File: config.mk
export PLATFORM = sky130hd
export DESIGN_NAME = palindrome_serializer_flat
export DESIGN_NICKNAME = d
export VERILOG_FILES = /design/src/rtl/palindrome_serializer_pkg.sv /design/src/rtl/palindrome_serializer_if.sv /design/src/rtl/palindrome_serializer_mirror_stack.sv /design/src/rtl/palindrome_serializer.sv /design/src/flat_wrapper.sv
export SDC_FILE = /design/constraint.sdc
export NUM_CORES = 1
export LEC_CHECK = 0
export BUFFER_PORTS_ARGS = -buffer_cell sky130_fd_sc_hd__buf_2
export CAP_MARGIN = 5
export CELL_PAD_IN_SITES_DETAIL_PLACEMENT = 1
export CELL_PAD_IN_SITES_GLOBAL_PLACEMENT = 1
export CORE_MARGIN = 2
export CORE_UTILIZATION = 41
export DETAILED_ROUTE_END_ITERATION = 16
export PLACE_DENSITY_LB_ADDON = 0.1
export SLEW_MARGIN = 10
export SYNTH_ARGS = -nofsm -noshare
export SYNTH_HDL_FRONTEND = slang
export SYNTH_SLANG_ARGS = --single-unit
File: constraint.sdc
create_clock -name clk -period 2.35 [get_ports clk]
set_input_delay 0.1175 -clock clk [delete_from_list [all_inputs] [get_ports clk]]
set_output_delay 0.1175 -clock clk [all_outputs]
set_load 0.05 [all_outputs]
File: src/rtl/palindrome_serializer_pkg.sv
// pal_pkg: shared definitions for the palindrome serializer.
//   state_t  - FSM state encoding (IDLE / SEND_FWD / SEND_MIR)
//   half_of  - number of free bits in a BITS-long palindrome
package pal_pkg;

  typedef enum logic [1:0] {
    IDLE     = 2'd0,
    SEND_FWD = 2'd1,
    SEND_MIR = 2'd2
  } state_t;

  // Free bits per word; for odd lengths the middle bit is counted once.
  function automatic int half_of(input int bits);
    return (bits + 1) / 2;
  endfunction

endpackage

File: src/rtl/palindrome_serializer_if.sv
// palindrome_serializer_if: word input handshake plus serial output stream.
//   din/din_valid/din_ready                 - half-word in, valid/ready
//   out/out_valid/out_ready/out_first/out_last - serial bit stream out
//   master modport: the side feeding words and sinking bits
//   slave  modport: the serializer itself
interface palindrome_serializer_if #(
  parameter int BITS = 10
);
  import pal_pkg::*;

  localparam int HALF = half_of(BITS);

  logic [HALF-1:0] din;
  logic            din_valid;
  logic            din_ready;
  logic            out;
  logic            out_valid;
  logic            out_ready;
  logic            out_first;
  logic            out_last;

  modport master (
    output din, din_valid, out_ready,
    input  din_ready, out, out_valid, out_first, out_last
  );

  modport slave (
    input  din, din_valid, out_ready,
    output din_ready, out, out_valid, out_first, out_last
  );

endinterface

File: src/rtl/palindrome_serializer_mirror_stack.sv
// pal_mirror_stack: DEPTH-deep 1-bit LIFO holding the forward half of the
// word so the mirrored half can be replayed in reverse order.
//   clk, reset - clock, synchronous active-low reset (clears contents)
//   push, din  - push din onto the stack
//   pop        - discard the top entry
//   top        - current top entry (0 when empty)
module pal_mirror_stack #(
  parameter int DEPTH = 5
) (
  input  logic clk,
  input  logic reset,
  input  logic push,
  input  logic pop,
  input  logic din,
  output logic top
);

  // One spare slot above DEPTH keeps the shift slices legal for DEPTH=1.
  logic [DEPTH:0] mem;

  always_ff @(posedge clk) begin
    if (!reset) begin
      mem <= '0;
    end else if (push) begin
      mem <= {mem[DEPTH-1:0], din};
    end else if (pop) begin
      mem <= {1'b0, mem[DEPTH:1]};
    end
  end

  assign top = mem[0];

endmodule

File: src/rtl/palindrome_serializer.sv
// palindrome_serializer: accepts HALF free bits and transmits them as a
// BITS-long palindrome, MSB of din first, one bit per consumed cycle.
//   clk   - single clock, rising edge
//   reset - synchronous active-low reset
//   bus   - slave side of palindrome_serializer_if (word in, bits out)
module palindrome_serializer
  import pal_pkg::*;
#(
  parameter int BITS = 10
) (
  input logic                   clk,
  input logic                   reset,
  palindrome_serializer_if.slave bus
);

  localparam int HALF = half_of(BITS);
  localparam int CW   = $clog2(BITS);
  localparam logic [CW-1:0] LAST_IDX = CW'(BITS - 1);
  localparam logic [CW-1:0] MID_IDX  = CW'(HALF - 1);
  localparam bit ODD = (BITS % 2) == 1;

  state_t          state_q;
  state_t          state_d;
  logic [CW-1:0]   idx_q;
  logic [HALF-1:0] fwd_q;
  logic            consume;
  logic            accept;
  logic            at_mid;
  logic            at_last;
  logic            push;
  logic            pop;
  logic            stack_top;

  assign consume = bus.out_valid & bus.out_ready;
  assign accept  = bus.din_valid & bus.din_ready;
  assign at_mid  = (idx_q == MID_IDX);
  assign at_last = (idx_q == LAST_IDX);

  // The middle bit of an odd word is sent once, so it is never pushed.
  assign push = (state_q == SEND_FWD) && consume && !(ODD && at_mid);
  assign pop  = (state_q == SEND_MIR) && consume;

  always_ff @(posedge clk) begin
    if (!reset) begin
      state_q <= IDLE;
    end else begin
      state_q <= state_d;
    end
  end

  always_comb begin
    state_d = state_q;
    case (state_q)
      IDLE:     if (accept) state_d = SEND_FWD;
      SEND_FWD: if (consume && at_mid) state_d = SEND_MIR;
      SEND_MIR: if (consume && at_last) state_d = accept ? SEND_FWD : IDLE;
      default:  state_d = IDLE;
    endcase
  end

  always_comb begin
    bus.din_ready = 1'b0;
    bus.out_valid = 1'b0;
    bus.out       = 1'b0;
    bus.out_first = 1'b0;
    bus.out_last  = 1'b0;
    case (state_q)
      IDLE: bus.din_ready = reset;
      SEND_FWD: begin
        bus.out_valid = 1'b1;
        bus.out       = fwd_q[HALF-1];
        bus.out_first = (idx_q == '0);
        bus.out_last  = at_last;
      end
      SEND_MIR: begin
        bus.out_valid = 1'b1;
        bus.out       = stack_top;
        bus.out_first = (idx_q == '0);
        bus.out_last  = at_last;
        // Next word may load while the final bit leaves, giving no gap.
        bus.din_ready = reset & at_last & bus.out_ready;
      end
      default: ;
    endcase
  end

  always_ff @(posedge clk) begin
    if (!reset) begin
      idx_q <= '0;
      fwd_q <= '0;
    end else begin
      if (consume) begin
        idx_q <= at_last ? '0 : idx_q + 1'b1;
      end
      if (accept) begin
        fwd_q <= bus.din;
      end else if (state_q == SEND_FWD && consume) begin
        fwd_q <= fwd_q << 1;
      end
    end
  end

  pal_mirror_stack #(
    .DEPTH(HALF)
  ) u_stack (
    .clk  (clk),
    .reset(reset),
    .push (push),
    .pop  (pop),
    .din  (fwd_q[HALF-1]),
    .top  (stack_top)
  );

endmodule

File: src/flat_wrapper.sv
// flat-port wrapper written by rule: the top's interface ports become plain ports
module palindrome_serializer_flat import pal_pkg::*;
#(
  parameter int BITS = 10
)
  (clk, reset, bus_din, bus_din_valid, bus_out_ready, bus_din_ready, bus_out, bus_out_valid, bus_out_first, bus_out_last);
  palindrome_serializer_if #(.BITS(BITS)) bus_i ();
  input logic clk;
  input logic reset;
  input wire logic [$bits(bus_i.din)-1:0] bus_din;
  input wire logic [$bits(bus_i.din_valid)-1:0] bus_din_valid;
  input wire logic [$bits(bus_i.out_ready)-1:0] bus_out_ready;
  output wire logic [$bits(bus_i.din_ready)-1:0] bus_din_ready;
  output wire logic [$bits(bus_i.out)-1:0] bus_out;
  output wire logic [$bits(bus_i.out_valid)-1:0] bus_out_valid;
  output wire logic [$bits(bus_i.out_first)-1:0] bus_out_first;
  output wire logic [$bits(bus_i.out_last)-1:0] bus_out_last;
  assign bus_i.din = bus_din;
  assign bus_i.din_valid = bus_din_valid;
  assign bus_i.out_ready = bus_out_ready;
  assign bus_din_ready = bus_i.din_ready;
  assign bus_out = bus_i.out;
  assign bus_out_valid = bus_i.out_valid;
  assign bus_out_first = bus_i.out_first;
  assign bus_out_last = bus_i.out_last;
  palindrome_serializer #(.BITS(BITS)) u_core (.clk(clk), .reset(reset), .bus(bus_i));
endmodule
==> results of run 1 <==
-- kinds of logic (layout without fill, tap and decap cells) --
| group | after synthesis | in the layout | synth area share [%] |
|---|---|---|---|
| fa+ha+maj | 4 | 4 | 5.15 |
| flops | 17 | 17 | 35.1 |
| simple gates | 48 | 48 | 26.5 |
| xor+xnor | 2 | 2 | 1.80 |
| buf+inv | 10 | 23 | 3.87 |
| mux | 6 | 6 | 6.19 |
| compound gates | 22 | 22 | 21.4 |
-- metrics by stage --
step	power (mW)	instance area, µm²
after floorplan	0.677	971
after global placement	0.750	1060
after detailed placement	0.764	1060
after CTS	0.923	1090
after global routing	0.971	1090
final	0.908	1090
-- registers in the layout, indices dropped and copies added, names as in the netlist --
name / cells
u_core.fwd_q: 5
u_core.idx_q: 4
u_core.state_q: 2
u_core.u_stack.mem: 6
-- cell type report --
class / instances / share of cell area [%]
multi-input cells: 82 / 54.4
flip-flops and latches: 17 / 31.2
repair buffers: 15 / 7.35
well taps: 28 / 3.21
clock buffers: 4 / 2.41
inverters: 4 / 1.38
-- metal layers --
metal  part of all wire, %  global-route usage, %  up-vias
met5                     0                      0        -
met4                  0.61                   6.84        0
met3                   2.0                   3.43        2
met2                    51                   31.3        6
met1                    46                   20.2      397
li1                      -                      -      418
-- power groups by stage --
stage          clock (mW)  sequential, mW  combinational, mW
2_1_floorplan           0           0.360              0.317
3_3_place_gp            0           0.367              0.383
3_5_place_dp            0           0.372              0.392
4_1_cts             0.165           0.364              0.393
5_1_grt             0.180           0.370              0.421
6_report            0.157           0.363              0.388
-- how the worst min path moves through the flow --
stage / from / end / slack, ns
floorplan: bus_din[1] / u_core.fwd_q[1]$_SDFFE_PN0P_ / 0.27
global placement: bus_din[1] / u_core.fwd_q[1]$_SDFFE_PN0P_ / 0.36
detailed placement: bus_din[3] / u_core.fwd_q[3]$_SDFFE_PN0P_ / 0.36
CTS: bus_din[3] / u_core.fwd_q[3]$_SDFFE_PN0P_ / 0.05
global route: bus_din[2] / u_core.fwd_q[2]$_SDFFE_PN0P_ / 0.07
finish: bus_din[3] / u_core.fwd_q[3]$_SDFFE_PN0P_ / 0.06
-- placed cells by master (no fill, tap or decap), types with 2 or more instances in the layout --
master,Yosys,routed
nand3_1,13,13
nand4_1,2,2
o211a_1,9,9
dfxtp_1,17,17
and2_1,4,4
o21ai_0,2,2
mux2i_1,6,6
ha_1,4,4
clkbuf_4,0,3
buf_2,0,13
nand2_1,15,15
a22oi_1,2,2
buf_4,0,2
a21boi_0,2,2
nor2b_1,5,5
xnor2_1,2,2
inv_1,4,4
-- worst max-delay path, delay by kind of cell, from the launching register on --
kind | cells | cell delay, ns
buf+inv | 1 | 0.08
fa+ha+maj | 1 | 0.34
flops | 1 | 0.39
compound gates | 2 | 0.51
simple gates | 2 | 0.36
==> run_results.csv, run 1 <==
group,metric,value,unit
logic_synthesis,synth_seq_cells,17,
logic_synthesis,synthMostInstantiatedCell,"dfxtp_1",
layout,post-route-util,48.8,%
logic_synthesis,ys_types,31,
critical_path,crit_path_end_kind,"flip-flop",
logic_synthesis,synthArstFlopShare,0,%
layout,finalNonFillerCells,150,
clock_tree,ctsResizeCount,0,
die,die_x,52.7,µm
grt,gr-usage-all-layers,17.5,%
power,p_leak,0.551,nW
drt,drc,0,
clock_tree,numClockSinks,17,
sta,post-route-period-util,75.9,%
die,die_h,52.7,µm
logic_synthesis,syn_area,971,µm²
sta,rsz0062_at_grt,"no",
critical_path,r2r-start,"u_core.state_q[0]$_SDFFE_PN0P_",
power,powerDensity,833,nW/µm²
critical_path,crit_slowest_cell,"dfxtp_1",
clock_tree,cts_made_buffers,3,
critical_path,reg2reg_slack,0.57,ns
grt,grt_pass1_wl,3570,µm
run_status,status,"completed",
grt,grt_max_degree,24,
power,pwr-share-seq,40.0,%
sta,min_period,1.78,ns
clock_tree,clock-root-buffer,"clkbuf_4",
critical_path,slowest_delay,0.39,ns
layout,layout.area.seq,340,µm²
critical_path,crit_fanout,12,
logic_synthesis,synthCells,109,
placed_design,dp_slack,0.552,ns
critical_path,cp.arrival,1.98,ns
sta,setup_tns,0,ns
layout,nFillCells,288,
sta,hold_viol,0,
clock_tree,htree_levels,1,
logic_synthesis,yosys.area.top_type,"dfxtp_1",
logic_synthesis,yosysSeqAreaShare,35.1,%
sta,slew_headroom,72.2,%
drt,via_per_inst,5.49,
layout,areaGrowthSynthToFinish,12.2,%
clock_tree,clkTransAtPathRegs,0.10,ns
grt,grt.overflow.total,0,
placed_design,place.gp.congestion,0.703,
clock_tree,hold_buffers,0,
logic_synthesis,yosys.area.top_type_share,35.1,%
placed_design,portBuffers,13,
layout,multi_input_area,593,µm²
drt,first_pass_iters,4,
logic_synthesis,synthesis.nets,122,
placed_design,hpwl,1570,µm
power,switchingPower,0.372,mW
die,core_area,2230,µm²
clock_tree,cts_buffer_depth,2,
die,ios,14,
critical_path,reg2reg_depth,6,
layout,layout.nets,136,
critical_path,startpoint_type,"flip-flop",
layout,drive_gt1_share,18.0,%
logic_synthesis,synth_common_cells,"dfxtp_1 (17), nand2_1 (15), nand3_1 (13)",
grt,antenna_found_initial,0,
logic_synthesis,avgSynthCellArea,8.91,µm²
hold_path,min_delay_path_depth,2,
power,p_sw_share,41.0,%
hold_path,min_path_type,"input pin to flip-flop",
sta,finalMaxSlewViolations,0,
clock_tree,clk_latency,0.29,ns
power,p_int,0.536,mW
critical_path,crit_type,"flip-flop to flip-flop",
critical_path,worst_r2r_endpoint,"u_core.fwd_q[0]$_SDFFE_PN0P_",
sta,max_freq,0.561,GHz
sta,holdWs,0.0609,ns
clock_tree,cts_tree,"built",
logic_synthesis,synth-edff-count,0,
sta,fin_ws,0.567,ns
placed_design,dp_cells,146,
drt,drt_iter0_markers,10,
clock_tree,post_cts_buffers,0,
power,peakVddDrop,0.632,mV
logic_synthesis,synth_area_leaders,"dfxtp_1 (35%), o211a_1 (9.3%), nand3_1 (6.7%), mux2i_1 (6.2%), nand2_1 (5.8%)",
critical_path,worstSetupStartpoint,"u_core.state_q[0]$_SDFFE_PN0P_",
drt,ant_nets,0,
grt,grt_pass1_vias,834,
sta,setup_viol,0,
drt,avgRoutedWirePerCell,14.2,µm
critical_path,endpoint,"u_core.fwd_q[0]$_SDFFE_PN0P_",
power,p_clk_share,17.3,%
die,rows,17,
critical_path,cp.required,2.54,ns
die,start_util,43.5,%
sta,tightest_slew,0.416,ns
critical_path,crit_path_cell_trace,"inv_1 > ha_1 > and4_1 > a32oi_4 > nor2_1 > o21a_1",
run,maxCapViolCount,0,
drt,wl,2130,µm
drt,vias,823,
layout,antenna_cells,0,
power,pwr-share-comb,42.7,%
sta,finClkSkew,0.00242,ns
die,dieArea,2770,µm²
logic_synthesis,yosysWarnings,0,
logic_synthesis,synth_flop_cell,"dfxtp_1",
No activity file was read; power rests on OpenSTA's default activity.
==> run 2: changes to the inputs <==
--- a/config.mk
+++ b/config.mk
@@ -10,7 +10,7 @@
 export CELL_PAD_IN_SITES_DETAIL_PLACEMENT = 1
 export CELL_PAD_IN_SITES_GLOBAL_PLACEMENT = 1
 export CORE_MARGIN = 2
-export CORE_UTILIZATION = 41
+export CORE_UTILIZATION = 37
 export DETAILED_ROUTE_END_ITERATION = 16
 export PLACE_DENSITY_LB_ADDON = 0.1
 export SLEW_MARGIN = 10
==> constraint.sdc (replaced) <==
create_clock -name clk -period 1.5 [get_ports clk]
set_input_delay 0.075 -clock clk [delete_from_list [all_inputs] [get_ports clk]]
set_output_delay 0.075 -clock clk [all_outputs]
set_load 0.05 [all_outputs]
==> run_results.csv, run 2 (synthesis gave the netlist of run 1 again) <==
group,metric,value,unit
die,ios,14,
power,p_leak,0.703,nW
sta,tightest_slew,0.285,ns
grt,grt_pass1_wl,4510,µm
sta,rsz0062_at_grt,"yes",
layout,final_common_cell,"buf_4",
drt,avgRoutedWirePerCell,16.0,µm
layout,layout.nets,157,
layout,reg_top3,"u_core.u_stack.mem x6, u_core.fwd_q x5, u_core.idx_q x4",
drt,drc,0,
layout,antenna_cells,0,
grt,antenna_found_initial,0,
die,start_util,39.2,%
critical_path,startpoint_type,"flip-flop",
critical_path,critPathBufInv,3,
sta,finalMaxSlewViolations,0,
die,core_area,2480,µm²
sta,finClkSkew,0.00346,ns
critical_path,crit_path_cell_trace,"buf_6 > ha_4 > buf_6 > a22oi_2 > nor2b_4 > buf_6",
clock_tree,cts_buffer_depth,2,
sta,setup_viol,3,
clock_tree,clock-root-buffer,"clkbuf_4",
hold_path,min_path_type,"input pin to flip-flop",
clock_tree,cts_tree,"built",
power,total_power,1.91,mW
placed_design,dp_cells,157,
die,rows,18,
layout,top_register,"u_core.u_stack.mem",
layout,finalNonFillerCells,173,
placed_design,hpwl,1730,µm
placed_design,portBuffers,13,
power,peakVddDrop,0.896,mV
run_status,status,"finished with violations",
sta,max_freq,0.650,GHz
run_status,violations,"negative hold slack, negative setup slack",
sta,holdWs,-0.000815,ns
clock_tree,hold_buffers,0,
drt,met2_length,1420,µm
drt,wl_met3,59,µm
grt,grt.overflow.total,0,
clock_tree,clk_latency,0.31,ns
grt,grt_pass1_vias,994,
layout,stdcell_area,1460,µm²
critical_path,cp.required,1.42,ns
drt,drt_iter0_markers,13,
layout,largest_reg_flops,6,
grt,grt_max_degree,15,
critical_path,crit_fanout,3,
drt,top_layer,"met4",
layout,drive_gt1_share,48.3,%
die,die_x,55.2,µm
layout,nFillCells,282,
power,powerDensity,1310,nW/µm²
critical_path,cp.arrival,1.46,ns
sta,post-route-period-util,103,%
sta,min_period,1.54,ns
critical_path,crit_path_end_kind,"primary output",
drt,first_pass_iters,3,
critical_path,crit_family,"buffers and inverters",
placed_design,place.gp.congestion,0.762,
grt,gr-usage-all-layers,18.3,%
run,maxCapViolCount,0,
die,dieArea,3050,µm²
critical_path,crit_top_cell,"buf_6",
clock_tree,cts_made_buffers,3,
drt,vias,951,
critical_path,slowest_delay,0.35,ns
critical_path,crit_slowest_cell,"dfxtp_2",
sta,hold_viol,1,
clock_tree,clkTransAtPathRegs,0.11,ns
layout,post-route-util,58.7,%
layout,final_cell_mix,"buf_4 (16), nand2_1 (13), nand3_1 (11), dfxtp_1 (11), o211a_1 (9)",
sta,setup_tns,-0.0495,ns
critical_path,crit_type,"flip-flop to primary output",
drt,wl_met1,1250,µm
placed_design,dp_slack,0.00457,ns
drt,ant_nets,0,
drt,wl,2770,µm
die,die_h,55.2,µm
sta,slew_headroom,81.0,%
layout,areaGrowthSynthToFinish,49.9,%
clock_tree,htree_levels,1,
clock_tree,numClockSinks,17,
drt,via_per_inst,5.50,
sta,fin_ws,-0.0393,ns
placed_design,postPlaceCellArea,1200,µm²
==> run 2: changes by cell type in the layout (fill, tap and decap cells not counted), sizes merged <==
cell / change
buf: +19
a32oi: +1
clkinv: +1
==> run 2: worst paths after layout <==
check	from	end	slack [ns]	cells past startpoint
setup reg to reg	u_core.state_q[1]$_SDFFE_PN0P_	u_core.fwd_q[3]$_SDFFE_PN0P_	0.03	7
hold reg to reg	u_core.state_q[1]$_SDFFE_PN0P_	u_core.state_q[1]$_SDFFE_PN0P_	0.52	2
setup / recovery	u_core.state_q[0]$_SDFFE_PN0P_	bus_out	-0.04	6
hold / removal	bus_din[1]	u_core.fwd_q[1]$_SDFFE_PN0P_	-0.0008	2
==> run 2: worst register-to-register path: stages (launching register included) <==
cell and delay, ns:
dfxtp_4 0.39, inv_4 0.05, ha_4 0.28, buf_6 0.11
nand3_4 0.14, mux2i_1 0.19, nand2_1 0.08, o211a_1 0.13
==> run 2: timing repair <==
action	CTS	global route
endpoints found under the setup margin	6	19
endpoints found under the hold margin	0	0
gates cloned	1	0
setup buffers	6	5
pin swaps	6	10
gates resized for setup	17	21
==> run 2: layout make-up <==
cell class	instances	area (µm²)	share of cell area, %
Multi-Input combinational cell	83	729	50.1
Sequential cell	17	350	24.1
Timing Repair Buffer	35	293	20.1
Tap cell	30	37.5	2.58
Clock buffer	3	22.5	1.55
Inverter	4	17.5	1.20
Clock inverter	1	5.00	0.344
==> run 2: report_power, final <==
group | leakage (nW) | switching [mW] | internal, mW | total [mW]
sequential | 0.141 | 0.0513 | 0.520 | 0.571
clock | 0.0177 | 0.169 | 0.0996 | 0.268
combinational | 0.544 | 0.550 | 0.524 | 1.07
==> run 2: per-layer routing <==
metal  vias to the layer above  GRT usage, %
met4                         0          5.92
li1                        470             -
met2                        11          31.6
met5                         -             0
met1                       465          23.0
met3                         5          3.28
==> run 3: changes to the inputs <==
--- a/config.mk
+++ b/config.mk
@@ -5,12 +5,13 @@
 export SDC_FILE = /design/constraint.sdc
 export NUM_CORES = 1
 export LEC_CHECK = 0
+export ABC_AREA = 1
 export BUFFER_PORTS_ARGS = -buffer_cell sky130_fd_sc_hd__buf_2
 export CAP_MARGIN = 5
 export CELL_PAD_IN_SITES_DETAIL_PLACEMENT = 1
 export CELL_PAD_IN_SITES_GLOBAL_PLACEMENT = 1
 export CORE_MARGIN = 2
-export CORE_UTILIZATION = 37
+export CORE_UTILIZATION = 35
 export DETAILED_ROUTE_END_ITERATION = 16
 export PLACE_DENSITY_LB_ADDON = 0.1
 export SLEW_MARGIN = 10
==> run_results.csv, run 3 <==
group,metric,value,unit
run_status,status,"finished with violations",
run_status,violations,"negative hold slack, negative setup slack",
sta,setup_tns,-0.0957,ns
layout,layout.nets,186,
critical_path,crit_path_end_kind,"primary output",
power,total_power,2.03,mW
die,die_x,56.9,µm
drt,via_per_inst,5.09,
power,p_leak,0.630,nW
sta,finClkSkew,0.00181,ns
logic_synthesis,synthArstFlopShare,0,%
critical_path,reg2reg_depth,10,
drt,wl,2920,µm
layout,reg_top3,"u_core.u_stack.mem x6, u_core.fwd_q x5, u_core.idx_q x4",
logic_synthesis,synth_common_cells,"nand2_1 (33), inv_1 (20), dfxtp_1 (17)",
grt,antenna_found_initial,0,
hold_path,min_path_type,"input pin to flip-flop",
grt,grt.overflow.total,0,
logic_synthesis,avgSynthCellArea,6.95,µm²
layout,finalNonFillerCells,203,
layout,final_cell_mix,"nand2_1 (26), dfxtp_1 (15), inv_1 (14), buf_4 (13), nor2_1 (12)",
layout,multi_input_area,653,µm²
sta,max_freq,0.645,GHz
hold_path,min_delay_path_depth,3,
sta,holdWs,-0.00391,ns
clock_tree,htree_levels,1,
clock_tree,numClockSinks,17,
logic_synthesis,yosys.area.top_type_share,34.7,%
die,ios,14,
sta,rsz0062_at_grt,"yes",
sta,min_period,1.55,ns
logic_synthesis,synthCells,141,
hold_path,min_from,"bus_din[2]",
logic_synthesis,synth_seq_cells,17,
logic_synthesis,ys_types,28,
sta,finalMaxSlewViolations,0,
placed_design,dp_cells,188,
critical_path,critPathBufInv,4,
clock_tree,hold_buffers,0,
power,peakVddDrop,1.17,mV
grt,grt_pass1_vias,1060,
hold_path,hold_end,"u_core.fwd_q[2]$_SDFFE_PN0P_",
drt,avgRoutedWirePerCell,14.4,µm
die,dieArea,3240,µm²
layout,top_register,"u_core.u_stack.mem",
drt,ant_nets,0,
sta,setup_viol,4,
critical_path,crit_type,"flip-flop to primary output",
die,die_h,56.9,µm
drt,drc,0,
drt,vias,1033,
critical_path,worst_r2r_endpoint,"u_core.state_q[1]$_SDFFE_PN0P_",
die,core_area,2710,µm²
critical_path,cp.arrival,1.48,ns
power,powerDensity,1440,nW/µm²
layout,nFillCells,352,
placed_design,place.gp.congestion,0.788,
clock_tree,cts_buffer_depth,2,
critical_path,crit_family,"flip-flops",
grt,grt_max_degree,14,
clock_tree,cts_made_buffers,3,
drt,drt_iter0_markers,35,
die,rows,19,
clock_tree,cts_tree,"built",
critical_path,startpoint_type,"flip-flop",
layout,largest_reg_flops,6,
critical_path,crit_fanout,3,
grt,gr-usage-all-layers,19.3,%
critical_path,slowest_delay,0.37,ns
layout,layout.area.seq,348,µm²
sta,tightest_slew,0.291,ns
critical_path,cp.required,1.42,ns
logic_synthesis,yosysSeqAreaShare,34.7,%
critical_path,reg2reg_slack,-0.02,ns
drt,first_pass_iters,4,
logic_synthesis,yosys.area.top_type,"dfxtp_1",
sta,fin_ws,-0.0508,ns
layout,antenna_cells,0,
logic_synthesis,syn_area,980,µm²
logic_synthesis,synthMostInstantiatedCell,"nand2_1",
die,start_util,36.1,%
layout,drive_gt1_share,42.4,%
logic_synthesis,synth_flop_cell,"dfxtp_1",
placed_design,hpwl,1990,µm
sta,slew_headroom,80.6,%
sta,hold_viol,1,
critical_path,crit_path_cell_trace,"inv_4 > ha_4 > nand2_4 > inv_4 > nand3_4 > nand2_4 > inv_2 > nor2_4 > buf_6",
critical_path,crit_slowest_cell,"dfxtp_4",
clock_tree,clock-root-buffer,"clkbuf_4",
layout,post-route-util,52.0,%
grt,grt_pass1_wl,4810,µm
critical_path,r2r-start,"u_core.state_q[1]$_SDFFE_PN0P_",
clock_tree,clkTransAtPathRegs,0.10,ns
logic_synthesis,yosysWarnings,0,
placed_design,portBuffers,13,
logic_synthesis,synthesis.nets,154,
sta,post-route-period-util,103,%
logic_synthesis,synth_area_leaders,"dfxtp_1 (35%), nand2_1 (13%), inv_1 (7.7%), nor2_1 (5.4%), ha_1 (5.1%)",
layout,areaGrowthSynthToFinish,43.9,%
clock_tree,clk_latency,0.29,ns
run,maxCapViolCount,0,
logic_synthesis,synth-edff-count,0,
layout,final_common_cell,"nand2_1",
==> run 3: worst max path at each step <==
| stage | from | to | slack (ns) | cells past startpoint |
|---|---|---|---|---|
| after floorplan | u_core.state_q[0]$_SDFFE_PN0P_ | u_core.u_stack.mem[1]$_SDFFE_PN0P_ | 0.009 | 10 |
| after global placement | u_core.state_q[0]$_SDFFE_PN0P_ | u_core.u_stack.mem[0]$_SDFFE_PN0P_ | -0.01 | 9 |
| after detailed placement | u_core.state_q[0]$_SDFFE_PN0P_ | u_core.u_stack.mem[0]$_SDFFE_PN0P_ | -0.03 | 9 |
| after CTS | u_core.state_q[0]$_SDFFE_PN0P_ | bus_din_ready | -0.07 | 9 |
| after global routing | u_core.state_q[0]$_SDFFE_PN0P_ | bus_din_ready | -0.12 | 9 |
| final | u_core.state_q[0]$_SDFFE_PN0P_ | bus_din_ready | -0.05 | 9 |
==> run 3: where the power goes <==
part,leakage (nW),internal (mW),switching (mW),total [mW]
logic,0.476,0.491,0.721,1.21
registers,0.140,0.518,0.0595,0.577
clock network,0.0150,0.103,0.142,0.245
==> run 3: stage by stage <==
step | setup WS [ns] | instance area (µm²)
2_1_floorplan | 0.00851 | 1020
3_3_place_gp | -0.00985 | 1140
3_5_place_dp | -0.0317 | 1140
4_1_cts | -0.0705 | 1270
5_1_grt | -0.123 | 1410
6_report | -0.0508 | 1410
==> run 3: cell type report <==
type	instances	share of cell area, %
Tap cell	31	2.75
Timing Repair Buffer	29	16.1
Sequential cell	17	24.7
Clock buffer	4	1.86
Inverter	25	8.25
Multi-Input combinational cell	97	46.3
==> run 3: routing by layer <==
metal / global-route usage [%] / vias to the layer above / share of wire [%]
li1: - / 516 / -
met1: 23.8 / 492 / 43
met2: 34.0 / 18 / 53
met3: 2.76 / 7 / 2.0
met4: 6.98 / 0 / 2.1
met5: 0 / - / 0
==> run 3: cell families after synthesis <==
group	synth area share, %
flops	34.7
buf+inv	12.3
compound gates	14.0
fa+ha+maj	5.11
simple gates	33.8
==> run 3: worst min-delay path, cell delays in order <==
cell	delay, ns
buf_2	0.08
nor2_1	0.03
nor2_1	0.07
==> run 3: timing repair <==
item	in CTS	in global routing
endpoints found under the hold margin	0	0
endpoints found under the setup margin	10	18
gates resized for setup	21	29
setup buffers	5	6
pin swaps	5	17
